File: config.mk
export PLATFORM = sky130hd
export DESIGN_NAME = i2c_slave
export DESIGN_NICKNAME = d
export VERILOG_FILES = /design/src/rtl/i2c_slave.sv
export SDC_FILE = /design/constraint.sdc
export NUM_CORES = 1
export LEC_CHECK = 0
export CORE_UTILIZATION = 49
export DETAILED_ROUTE_END_ITERATION = 16
export PLACE_DENSITY = 0.7
export REMOVE_ABC_BUFFERS = 1
export SLEW_MARGIN = 15
export SYNTH_ARGS = -nofsm -noshare
export SYNTH_HDL_FRONTEND = slang
export SYNTH_SLANG_ARGS = --single-unit
File: constraint.sdc
create_clock -name i_clk -period 2.65 [get_ports i_clk]
set_clock_uncertainty 0.05 [all_clocks]
set_input_delay 0.53 -clock i_clk [delete_from_list [all_inputs] [get_ports i_clk]]
set_output_delay 0.53 -clock i_clk [all_outputs]
set_load 0.01 [all_outputs]
File: src/rtl/i2c_slave.sv
// I2C target: 7-bit address match, byte write to o_rx_data, byte read from i_tx_data.
// Bus inputs are 2-flop synchronized; actions occur ~3 i_clk after SCL/SDA edges; no backpressure (bus-timed).
module i2c_slave #(
  parameter logic [6:0] SLAVE_ADDR = 7'h42
) (
  input  logic       i_clk,
  input  logic       i_rst_n,
  input  logic       i_scl,
  input  logic       i_sda,
  output logic       o_sda_oe,
  output logic [7:0] o_rx_data,
  output logic       o_rx_valid,
  input  logic [7:0] i_tx_data,
  output logic       o_tx_req,
  output logic       o_busy,
  output logic [2:0] o_status
);

  typedef enum logic [2:0] {
    IDLE, ADDR, ADDR_ACK, WR_BYTE, WR_ACK, RD_BYTE, RD_ACK, IGNORE
  } state_t;

  state_t     state_q, state_d;
  logic       scl_s1, scl_s2, scl_h;
  logic       sda_s1, sda_s2, sda_h;
  logic       scl_rise, scl_fall, start, stop;
  logic [3:0] cnt_q;
  logic [6:0] shift_q;
  logic [7:0] rx_byte;
  logic       rw_q, sda_oe_q, busy_q, addr_hit_q, nack_q;

  always_ff @(posedge i_clk or negedge i_rst_n) begin
    if (!i_rst_n) begin
      scl_s1 <= 1'b1;
      scl_s2 <= 1'b1;
      scl_h  <= 1'b1;
      sda_s1 <= 1'b1;
      sda_s2 <= 1'b1;
      sda_h  <= 1'b1;
    end else begin
      scl_s1 <= i_scl;
      scl_s2 <= scl_s1;
      scl_h  <= scl_s2;
      sda_s1 <= i_sda;
      sda_s2 <= sda_s1;
      sda_h  <= sda_s2;
    end
  end

  assign scl_rise = scl_s2 & ~scl_h;
  assign scl_fall = ~scl_s2 & scl_h;
  assign start    = scl_s2 & sda_h & ~sda_s2;
  assign stop     = scl_s2 & ~sda_h & sda_s2;
  // Byte as it stands once the current rising edge's bit is included
  assign rx_byte  = {shift_q, sda_s2};

  always_ff @(posedge i_clk or negedge i_rst_n) begin
    if (!i_rst_n) state_q <= IDLE;
    else          state_q <= state_d;
  end

  always_comb begin
    state_d = state_q;
    if (stop) begin
      state_d = IDLE;
    end else if (start) begin
      state_d = ADDR;
    end else begin
      case (state_q)
        ADDR: begin
          if (scl_rise && cnt_q == 4'd1 && rx_byte[7:1] != SLAVE_ADDR) state_d = IGNORE;
          else if (scl_fall && cnt_q == 4'd0)                          state_d = ADDR_ACK;
        end
        ADDR_ACK: if (scl_fall) state_d = rw_q ? RD_BYTE : WR_BYTE;
        WR_BYTE:  if (scl_fall && cnt_q == 4'd0) state_d = WR_ACK;
        WR_ACK:   if (scl_fall) state_d = WR_BYTE;
        RD_BYTE:  if (scl_fall && cnt_q == 4'd0) state_d = RD_ACK;
        // NACK leaves on the rising edge, so any falling edge here follows an ACK
        RD_ACK: begin
          if (scl_rise && sda_s2) state_d = IGNORE;
          else if (scl_fall)      state_d = RD_BYTE;
        end
        default: state_d = state_q;
      endcase
    end
  end

  always_ff @(posedge i_clk or negedge i_rst_n) begin
    if (!i_rst_n) begin
      cnt_q      <= 4'd0;
      shift_q    <= 7'd0;
      rw_q       <= 1'b0;
      sda_oe_q   <= 1'b0;
      busy_q     <= 1'b0;
      addr_hit_q <= 1'b0;
      nack_q     <= 1'b0;
      o_rx_data  <= 8'h00;
      o_rx_valid <= 1'b0;
      o_tx_req   <= 1'b0;
    end else begin
      o_rx_valid <= 1'b0;
      o_tx_req   <= 1'b0;
      if (stop) begin
        sda_oe_q <= 1'b0;
        busy_q   <= 1'b0;
      end else if (start) begin
        sda_oe_q <= 1'b0;
        cnt_q    <= 4'd8;
      end else begin
        case (state_q)
          ADDR: begin
            if (scl_rise && cnt_q != 4'd0) begin
              shift_q <= rx_byte[6:0];
              cnt_q   <= cnt_q - 4'd1;
              if (cnt_q == 4'd1) begin
                rw_q <= sda_s2;
                if (rx_byte[7:1] == SLAVE_ADDR) begin
                  addr_hit_q <= 1'b1;
                  busy_q     <= 1'b1;
                end else begin
                  busy_q <= 1'b0;
                end
              end
            end else if (scl_fall && cnt_q == 4'd0) begin
              sda_oe_q <= 1'b1;
            end
          end
          ADDR_ACK, RD_ACK: begin
            if (state_q == RD_ACK && scl_rise && sda_s2) begin
              nack_q <= 1'b1;
              busy_q <= 1'b0;
            end else if (scl_fall) begin
              if (state_q == RD_ACK || rw_q) begin
                o_tx_req <= 1'b1;
                shift_q  <= i_tx_data[6:0];
                sda_oe_q <= ~i_tx_data[7];
              end else begin
                sda_oe_q <= 1'b0;
              end
              cnt_q <= 4'd8;
            end
          end
          WR_BYTE: begin
            if (scl_rise && cnt_q != 4'd0) begin
              shift_q <= rx_byte[6:0];
              cnt_q   <= cnt_q - 4'd1;
              if (cnt_q == 4'd1) begin
                o_rx_data  <= rx_byte;
                o_rx_valid <= 1'b1;
              end
            end else if (scl_fall && cnt_q == 4'd0) begin
              sda_oe_q <= 1'b1;
            end
          end
          WR_ACK: begin
            if (scl_fall) begin
              sda_oe_q <= 1'b0;
              cnt_q    <= 4'd8;
            end
          end
          RD_BYTE: begin
            if (scl_rise && cnt_q != 4'd0) begin
              cnt_q <= cnt_q - 4'd1;
            end else if (scl_fall) begin
              if (cnt_q == 4'd0) begin
                sda_oe_q <= 1'b0;
              end else begin
                sda_oe_q <= ~shift_q[6];
                shift_q  <= {shift_q[5:0], 1'b0};
              end
            end
          end
          default: begin
            sda_oe_q <= 1'b0;
            busy_q   <= 1'b0;
          end
        endcase
      end
    end
  end

  // SDA may only be pulled in states that legitimately own the bus
  always_comb begin
    o_sda_oe = sda_oe_q & ((state_q == ADDR_ACK) || (state_q == WR_ACK) || (state_q == RD_BYTE));
    o_busy   = busy_q;
    o_status = {addr_hit_q, nack_q, 1'b0};
  end

endmodule

======== After elaboration in Yosys (flattened, before gate mapping) ========
Index checks and enable logic that the tools add are counted.
operators by class
  add/subtract/negate cells ............... 1
  eq/ne operators ......................... 35
  multiplexer cells ....................... 55
  bitwise logic cells ..................... 15
  reduce and logical (&&, ||, !) cells .... 28
operators with widths
  cell                  number
  $mux W7               7
  $ne A4 B4 Y1 const B  9
  $mux W3               11
  $mux W1               28
  $pmux W7 S3           1
  $pmux W3 S6           1
  $mux W4               4
  $reduce_and A5 Y1     3
  $reduce_and A7 Y1     2
  $ne A2 B2 Y1 const B  6
  $ne A3 B3 Y1 const B  4
  $pmux W4 S3           1
  $ne A5 B5 Y1 const B  2
  $reduce_and A10 Y1    1
  $eq A3 B3 Y1 const B  3
  $not A1 Y1            8
  $reduce_and A4 Y1     2
  $reduce_bool A4 Y1    2
  $reduce_bool A8 Y1    1
  $and A1 B1 Y1         7
  $eq A7 B7 Y1 const B  1
  $logic_and A1 B1 Y1   7
  $ne A7 B7 Y1 const B  1
  $eq A3 B2 Y1 const B  2
  other kinds (14)      20
word-level totals
  flip-flop bits (word level) ............. 35
  output and inout bits ................... 15
  word-level logic and storage cells ...... 151

======== Logic depth before layout (Yosys ltp) ========
  depth in word-level cells ............... 8
  mapped depth ............................ 7
  depth with buffers taken out ............ 7

======== Worst setup path before layout ========
No wires, ideal clock.
  kind .................................... register -> register
  start point ............................. reg scl_s2
  end point ............................... reg shift_q[0]
  library setup time ...................... 0.125 ns
  data arrival time ....................... 1.760 ns
  required time ........................... 2.475 ns
  slack ................................... 0.716 ns
  stages on the path, launching flop included .. 7
  buffers on the path ..................... 1
  cells stage by stage .................... dfstp_2 > buf_2 > and2b_1 > nand2b_1 > a21oi_1 > a2111oi_4 > mux2_2
on the way
  cells in the longest elaborated chain, start to end .. 5
  elaborated cells on any way between the ends .. 18
ends and longest elaborated chain
  what                                   RTL line  text
  start: declaration                     24        logic scl_s1, scl_s2, scl_h;
  start signal: assignment               42        scl_s2 <= scl_s1;
  $and A1 B1 Y1                          50        assign scl_rise = scl_s2 & ~scl_h;
  $logic_and A1 B1 Y1 (2 in a row)       129       if (state_q == RD_ACK && scl_rise && sda_s2) begin
  $ne A2 B2 Y1 (no source line)          --
  $reduce_and A10 Y1 (no source line) *  --
  end signal: assignment                 135       shift_q <= i_tx_data[6:0];
  end signal: assignment                 145       shift_q <= rx_byte[6:0];
  end signal: assignment                 169       shift_q <= {shift_q[5:0], 1'b0};
  end: declaration                       28        logic [6:0] shift_q;
Every way passes the cells marked *; elsewhere a longest branch is shown, timed or not.
A chain may end at the register's enable or synchronous reset.

======== Worst setup path in the final report ========
  start point ............................. reg state_q[1]
  end point ............................... out o_sda_oe
on the way
  cells in the longest elaborated chain, start to end .. 4
  elaborated cells on any way between the ends .. 6
ends and longest elaborated chain
  what                                          RTL line  text
  start: declaration                            23        state_t state_q, state_d;
  start signal: assignment                      59        else state_q <= state_d;
  $eq A3 B2 Y1 or $eq A3 B3 Y1 (tied branches)  184       o_sda_oe = sda_oe_q & ((state_q == ADDR_ACK) || (state_q == WR_ACK) || (state_q == RD_BYTE));
  $logic_or A1 B1 Y1                            184
  $logic_or A1 B1 Y1 *                          184
  $and A1 B1 Y1 *                               184
  end: declaration                              10        output logic o_sda_oe,
Marked as above.

==> flow_summary.toml <==
[logic_synthesis]
synth.yosys.seq_area_share_pct = 46.5
ys_warn_count = 0
yosysUniqueCellTypes = 52
synth_ff_type = "dfrtp_1"
synth_edf_count = 0
netlist_area_sq_um = 1900
synth_seq_cells = 35
syn_inst = 174
synth-async-reset-ratio_pct = 100
syn_area_per_cell_sq_um = 10.9

[floorplanning]
start_util_pct = 51.5
rows = 22
design.die.area_sq_um = 4130
io_pins = 27
fp.dieW_um = 64.3
coreArea_sq_um = 3690
die-height_um = 64.3

[setup_path]
rrSetupSlack_ps = 480
reg2regPathDepth = 4
worstPathRequired_ps = 2070
crit_arrival_ps = 1890
cp-start-kind = "register"
cp_max_fo = 14
end_kind = "output port"
worstSetupPathType = "register to output port"

[clock_tree]
insertion_delay_ps = 290
cts_buffers = 5
clk_pin_slew_ps = 70
post_cts_buffers = 0
cts_tree = "built"
cts_sinks = 35
cts_max_path_buffers = 2
cts_root_buf = "clkbuf_8"
cts.htree.levels = 2

[place]
dpl.hpwl_um = 2830
dp_cells = 241
io_buffers = 25
place.gp.congestion = 0.857
pre_cts_slack_ps = 385
place_area_sq_um = 2180

[sta]
worst_slack_ps = 184
finalHoldViolations = 0
grt_setup_unrepaired = "false"
post-route-min-period_ps = 2470
slew_headroom_pct = 58.3
drv_slew = 0
hold_slack_ps = 306
finalCritPeriodShare_pct = 93.1
finalSetupTns_ps = 0
worst_pin_slew_ps = 610
fmax_mhz = 405
setup_viol = 0

[finish]
final_common_cell = "dfrtp_1"
area_growth_pct = 20.2
utilization_pct = 61.9
drive_gt1_share_pct = 25.4
final_cells = 249
fillers = 306
nets = 215
final_cell_mix = "28 x dfrtp_1, 25 x clkdlybuf4s50_1, 24 x mux2_2"
fin_area_sq_um = 2280
diodes = 0

[route]
drt_iter0_drc = 115
drtPass1Iterations = 4
final_antenna_net_count = 0
via_count = 1449
via_per_inst = 5.82
drc = 0
wl_per_cell_um = 15.9
drt-total-wl_um = 3970

[min_path]
min_path_type = "register to register"
hold-path-cell-count = 0

[power]
power.total_mw = 2.09
power.density_nw_per_um2 = 917
p_leak_nw = 0.967
ir_drop_v = 0.000441

[global_route]
grt-ovfl-total = 0
grt_max_degree = 36
grt_pass1_wl_um = 6820
track_usage_pct = 21.5
antenna_found_initial = 0
grt_pass1_vias = 1463

[run_status]
status = "complete, no violations"

[flow_run]
cap_viol_max_count = 0
==> kinds of logic (layout without fill, tap and decap cells) <==
group / count (synthesis) / after routing / share of synthesized area, %
muxes: 25 / 25 / 14.8
other: 1 / 1 / 0.197
AOI/OAI and AO/OA: 41 / 41 / 16.5
buffers and inverters: 14 / 41 / 3.82
adders and majority gates: 3 / 3 / 1.98
and+or+nand+nor: 55 / 55 / 16.2
DFF: 35 / 35 / 46.5
==> synthesized netlist by cell type, drive strengths merged, types with 3 or more instances <==
master | instances | area, sq um
dfrtp | 29 | 726
mux2 | 24 | 270
nor2 | 11 | 41.3
nand2 | 9 | 36.3
o21ai | 9 | 45.0
buf | 8 | 50.1
a21oi | 6 | 30.0
dfstp | 6 | 158
nor3 | 6 | 30.0
nor2b | 5 | 31.3
inv | 4 | 15.0
nand4 | 4 | 25.0
ha | 3 | 37.5
nand2b | 3 | 18.8
nand3 | 3 | 15.0
==> path summary, 6_finish.rpt <==
path                             from      endpoint
setup / recovery           state_q[1]      o_sda_oe
min in group asynchronous     i_rst_n    state_q[2]
setup reg to reg               scl_s2  o_rx_data[3]
max in group asynchronous     i_rst_n         scl_h
hold / removal                 scl_s1        scl_s2
hold reg to reg                scl_s1        scl_s2
==> what timing repair did <==
action	4_1_cts	5_1_grt
setup endpoints to repair	0	1
hold buffers	0	0
gates resized for setup	0	1
==> critical path: stages, from the launching register on <==
cell and delay (ps):
dfrtp_2 500, inv_1 150, nor3_1 230, a21oi_1 80, nor2b_1 120, clkdlybuf4s50_1 540
==> report_power, final <==
| group | internal, mW | switching, mW | total (mW) |
|---|---|---|---|
| sequential | 0.663 | 0.153 | 0.817 |
| clock | 0.237 | 0.187 | 0.424 |
| combinational | 0.438 | 0.414 | 0.852 |
| total | 1.34 | 0.755 | 2.09 |
==> registers in the layout, summed over array words and instances, names as in the netlist <==
signal	count
sda_h	1
rw_q	1
nack_q	1
sda_s2	1
scl_s2	1
o_tx_req	1
shift_q	7
scl_h	1
o_rx_data	8
sda_s1	1
o_busy	1
state_q	3
scl_s1	1
sda_oe_q	1
addr_hit_q	1
cnt_q	4
o_rx_valid	1
==> per-layer routing <==
| metal | part of all wire (%) | track usage (%) | vias up |
|---|---|---|---|
| met4 | 0.83 | 6.39 | 0 |
| met2 | 46 | 33.2 | 55 |
| met3 | 6.2 | 5.89 | 4 |
| met1 | 46 | 29.4 | 697 |
| li1 | - | - | 693 |
| met5 | 0 | 0 | - |
==> cell type report <==
class	instances	area [sq um]	share of cell area (%)
timing repair buffer	29	280	12.3
sequential	35	885	38.7
tap	48	60.1	2.63
multi-input combinational	125	943	41.3
clock buffer	8	100	4.38
inverter	4	15.0	0.658
Note: power is estimated with default switching activity, not from simulation.
